==> config.mk <==
export PLATFORM = sky130hd
export DESIGN_NAME = mic1_mpc_sequencer
export DESIGN_NICKNAME = d
export VERILOG_FILES = /design/src/rtl/mic1_pkg.sv /design/src/rtl/mic1_next_addr.sv /design/src/rtl/mic1_mpc_sequencer.sv
export SDC_FILE = /design/constraint.sdc
export NUM_CORES = 1
export LEC_CHECK = 0
export BUFFER_PORTS_ARGS = -buffer_cell sky130_fd_sc_hd__buf_2
export CORE_UTILIZATION = 25
export DETAILED_ROUTE_END_ITERATION = 10
export PLACE_DENSITY_LB_ADDON = 0.15
export SYNTH_ARGS = -nofsm -noshare
export SYNTH_HDL_FRONTEND = slang
export SYNTH_SLANG_ARGS = --single-unit
==> constraint.sdc <==
create_clock -name clk -period 0.9 [get_ports clk]
set_clock_uncertainty 0.1 [all_clocks]
set_input_delay 0.045 -clock clk [delete_from_list [all_inputs] [get_ports clk]]
set_output_delay 0.045 -clock clk [all_outputs]
set_load 0.02 [all_outputs]
==> src/rtl/mic1_pkg.sv <==
`default_nettype none
// ============================================================================
// Module  : mic1_pkg
// Brief   : Shared MIC-1 control-path constants (MIR field layout, widths).
// Revision: 1.0
// ============================================================================
package mic1_pkg;

    localparam int MPC_W        = 9;
    localparam int MBR_W        = 8;

    // Absolute bit positions of the control-flow fields in the 36-bit MIR
    localparam int NEXT_ADDR_HI = 35;
    localparam int NEXT_ADDR_LO = 27;
    localparam int JMPC_BIT     = 26;
    localparam int JAMN_BIT     = 25;
    localparam int JAMZ_BIT     = 24;

    localparam int MIR_LO       = JAMZ_BIT;
    localparam int MIR_W        = NEXT_ADDR_HI - MIR_LO + 1;

    localparam logic [MPC_W-1:0] RESET_ADDR = 9'h000;

endpackage

`default_nettype wire

==> src/rtl/mic1_next_addr.sv <==
`default_nettype none
// ============================================================================
// Module  : mic1_next_addr
// Brief   : Combinational next-MPC logic (JAM high bit, JMPC MBR merge).
// Revision: 1.0
// ============================================================================
module mic1_next_addr
    import mic1_pkg::*;
(
    input  logic [MPC_W-1:0] i_next_addr,
    input  logic             i_jmpc,
    input  logic             i_jamn,
    input  logic             i_jamz,
    input  logic             i_n_s,
    input  logic             i_z_s,
    input  logic [MBR_W-1:0] i_mbr,
    output logic [MPC_W-1:0] o_next_mpc
);

    logic             w_high_bit;
    logic [MBR_W-1:0] w_low;

    assign w_high_bit = (i_jamz & i_z_s) | (i_jamn & i_n_s) | i_next_addr[MPC_W-1];

    // Multiway branch is an OR into the low byte, so it can never carry into bit 8
    assign w_low      = i_jmpc ? (i_next_addr[MBR_W-1:0] | i_mbr) : i_next_addr[MBR_W-1:0];

    assign o_next_mpc = {w_high_bit, w_low};

endmodule

`default_nettype wire

==> src/rtl/mic1_mpc_sequencer.sv <==
`default_nettype none
// ============================================================================
// Module  : mic1_mpc_sequencer
// Brief   : MIC-1 microsequencer: latches N/Z and registers the next MPC.
// Revision: 1.0
// ============================================================================
module mic1_mpc_sequencer
    import mic1_pkg::MPC_W, mic1_pkg::MBR_W, mic1_pkg::MIR_W, mic1_pkg::MIR_LO,
           mic1_pkg::NEXT_ADDR_HI, mic1_pkg::NEXT_ADDR_LO, mic1_pkg::JMPC_BIT,
           mic1_pkg::JAMN_BIT, mic1_pkg::JAMZ_BIT;
#(
    parameter int                ADDR_W     = MPC_W,
    parameter logic [ADDR_W-1:0] RESET_ADDR = mic1_pkg::RESET_ADDR
) (
    input  logic              clk,
    input  logic              rst,
    input  logic              N,
    input  logic              Z,
    input  logic [MBR_W-1:0]  MBR,
    input  logic [MIR_W-1:0]  MIR,
    output logic [ADDR_W-1:0] MPC
);

    logic              r_n_s;
    logic              r_z_s;
    logic [ADDR_W-1:0] r_mpc;
    logic [ADDR_W-1:0] w_next_mpc;

    // MIR port carries bits [35:24] only, so field positions are rebased
    mic1_next_addr u_next_addr (
        .i_next_addr (MIR[NEXT_ADDR_HI-MIR_LO:NEXT_ADDR_LO-MIR_LO]),
        .i_jmpc      (MIR[JMPC_BIT-MIR_LO]),
        .i_jamn      (MIR[JAMN_BIT-MIR_LO]),
        .i_jamz      (MIR[JAMZ_BIT-MIR_LO]),
        .i_n_s       (r_n_s),
        .i_z_s       (r_z_s),
        .i_mbr       (MBR),
        .o_next_mpc  (w_next_mpc)
    );

    always_ff @(posedge clk) begin
        if (rst) begin
            r_mpc <= RESET_ADDR;
            r_n_s <= 1'b0;
            r_z_s <= 1'b0;
        end else begin
            r_mpc <= w_next_mpc;
            r_n_s <= N;
            r_z_s <= Z;
        end
    end

    assign MPC = r_mpc;

endmodule

`default_nettype wire

==> impl_metrics.ini <==
[timing]
totalNegativeSetupSlack_ns = 0
rsz_0062_raised_after_global_routing = no
final-hold-violation-count = 1
drv_slew = 0
setup_slack_ns = 0.0356
maximum_clock_frequency_mhz = 1160
post-route-period-util_pct = 96.0
relSlewSlack_pct = 88.0
tightest_hold_margin_ns = -0.0758
min_period_ns = 0.864
setup_violations = 0
worst_slew_pin_slew_ns = 0.180

[die]
floorplan.initialDensity_pct = 28.5
die_x_um = 38.8
rows = 12
die_h_um = 38.8
num_io_pins = 33
total_die_area_mm2 = 0.00150
core_region_area_mm2 = 0.00119

[power_and_ir_drop]
share_seq_of_total_power_pct = 49.2
clock_power_share_pct = 30.1
switching_power_mw = 0.248
net_switching_fraction_of_the_power_pct = 23.2
p_comb_share_pct = 20.7
cell_internal_pwr_mw = 0.820
vdd.ir_drop.worst_uv = 678
leakage_nw = 0.363
cellPowerDensity_mw_per_mm2 = 1460
report.power.total_mw = 1.07

[yosys]
syn-cell-area_um2 = 338
synth_seq_area_share_pct = 65.2
synth_area_per_cell_um2 = 10.2
synth.lib_cells_used.distinct = 7
synth.ff_latch_count = 11
synthesis.nets = 57
yosys_warnings = 0
post_synth_inst_count = 33

[drt]
wire_per_inst_um = 9.00
detail_route.drc_violations = 0
drt_pre_antenna_iters = 2
drt_iter0_drc = 2
routed_wl_um = 909
routed_via_density = 4.14
dr_total_vias = 418
antenna_left = 0

[global_route]
grt_first_pass_wirelength_um = 1440
via_count_of_the_first_global_routing_pass = 404
global_route.peak_usage_layer = met2
pin_count_of_the_biggest_net_entering_global_routing = 12
grtUsageMet2_pct = 26.7
globalRouteOverflowTotal = 0
groute.layer.met1.usage_pct = 13.9
number_of_antenna_violations_at_the_first_check_in_global_routing = 0
total_routing_usage_reported_by_global_routing_pct = 14.5
met3_usage_pct = 4.62

[finish]
final_cell_mix = 29 x sky130_fd_sc_hd__buf_2, 20 x sky130_fd_sc_hd__dlygate4sd3_1, 11 x sky130_fd_sc_hd__dfxtp_1, 9 x sky130_fd_sc_hd__nor2_1, 8 x sky130_fd_sc_hd__a21oi_1
final.fill_count = 109
final_design_area_excluding_fillers_um2 = 733
sequential_cell_area_um2 = 220
nNetsFinal = 112
n_antenna_cell = 0
drive_gt1_share_pct = 41.4
multiInputGateArea_um2 = 101
syn_to_final_growth_pct = 117
final_common_cell = sky130_fd_sc_hd__buf_2

[outcome]
run_status = complete, but fails checks
failed_checks = negative hold slack

[clock_network]
clkTransAtPathRegs_ns = 0.07
worst_skew_pair.late_latency_ns = 0.25
clock_tree.htree_level_count = 1
cts_setup_buffers = 0
max_root_sink_buffers = 2
tritoncts_num_sinks = 11
cts_tree = built
tritoncts.num_buffers = 3
cts_root_buffer = sky130_fd_sc_hd__clkbuf_4
holdBufCountCts = 20

[setup_path]
setup.worst_path.start_class = flip-flop
cpLargestDelayFamily = flip-flops
path_class = reg -> out
cpPeakStageDelay_ns = 0.31
cp_data_required_time_ns = 0.75
buffers_plus_inverters_on_the_worst_setup_path = 1
crit_path_top_delay_cell = sky130_fd_sc_hd__dfxtp_1
cp_cell_sequence = buf_2
critPathMaxFanout = 1
critical_path_arrival_ns = 0.72
end_kind = primary output

[run]
cap_violations = 0

[placed_design]
portBuffers = 32
place_congestion = 0.566
placed_inst_area_um2 = 499
placement.setup.worst_slack_ns = 0.114

[worst_hold_path]
hp-class = in -> reg
[per-layer routing]
layer	vias to the layer above	share of wire, %
li1	216	-
met2	21	52
met4	0	0.55
met3	2	7.8
met5	-	0
met1	179	40
[cell type report]
| type | instances | share of cell area [%] |
|---|---|---|
| clock buffers | 4 | 3.58 |
| multi-input cells | 20 | 13.8 |
| flip-flops and latches | 11 | 30.0 |
| well taps | 14 | 2.39 |
| repair buffers | 52 | 50.2 |
[through the flow]
stage / util (%) / instances / hold slack [ns]
after global routing: 61.8 / 101 / -0.0760
after global placement: 42.1 / 77 / 0.153
after floorplan: - / 33 / 0.0166
final: 61.8 / 101 / -0.0758
after detailed placement: 42.1 / 77 / 0.156
after CTS: 61.2 / 101 / -0.0864
[timing repair]
action	CTS	global route
setup endpoints to repair	0	3
resized for setup	0	3
hold endpoints to repair	11	1
[synthesized netlist by cell type]
cell type                  count  area [µm²]
sky130_fd_sc_hd__buf_2         1        5.00
sky130_fd_sc_hd__nor2b_1       2        12.5
sky130_fd_sc_hd__buf_6         1        11.3
sky130_fd_sc_hd__dfxtp_1      11         220
sky130_fd_sc_hd__nor2_1        9        33.8
sky130_fd_sc_hd__a21oi_1       8        40.0
sky130_fd_sc_hd__a221oi_2      1        15.0
[worst paths after layout]
kind                     startpoint                 to  slack [ns]  cells past startpoint
setup / recovery  MPC[4]$_SDFF_PP0_             MPC[4]        0.04                      1
hold / removal               MIR[1]  MPC[8]$_SDFF_PP0_       -0.08                      3
setup reg to reg   r_z_s$_SDFF_PP0_  MPC[8]$_SDFF_PP0_        0.11                      2
hold reg to reg    r_z_s$_SDFF_PP0_  MPC[8]$_SDFF_PP0_        0.37                      2
[state kept, by name, summed over array words and instances (netlist names)]
signal,count
MPC,9
r_n_s,1
r_z_s,1
[power by group through the flow]
stage / sequential, mW / combinational, mW / clock, mW
detailed placement: 0.537 / 0.151 / 0
finish: 0.526 / 0.221 / 0.321
global route: 0.528 / 0.244 / 0.368
global placement: 0.537 / 0.151 / 0
CTS: 0.525 / 0.217 / 0.347
floorplan: 0.573 / 0.0408 / 0
[logic make-up after synthesis]
family | Yosys count | synth area share, %
compound gates | 9 | 16.3
buf+inv | 2 | 4.81
flops | 11 | 65.2
simple gates | 11 | 13.7
No activity file was read; power rests on OpenSTA's default activity.
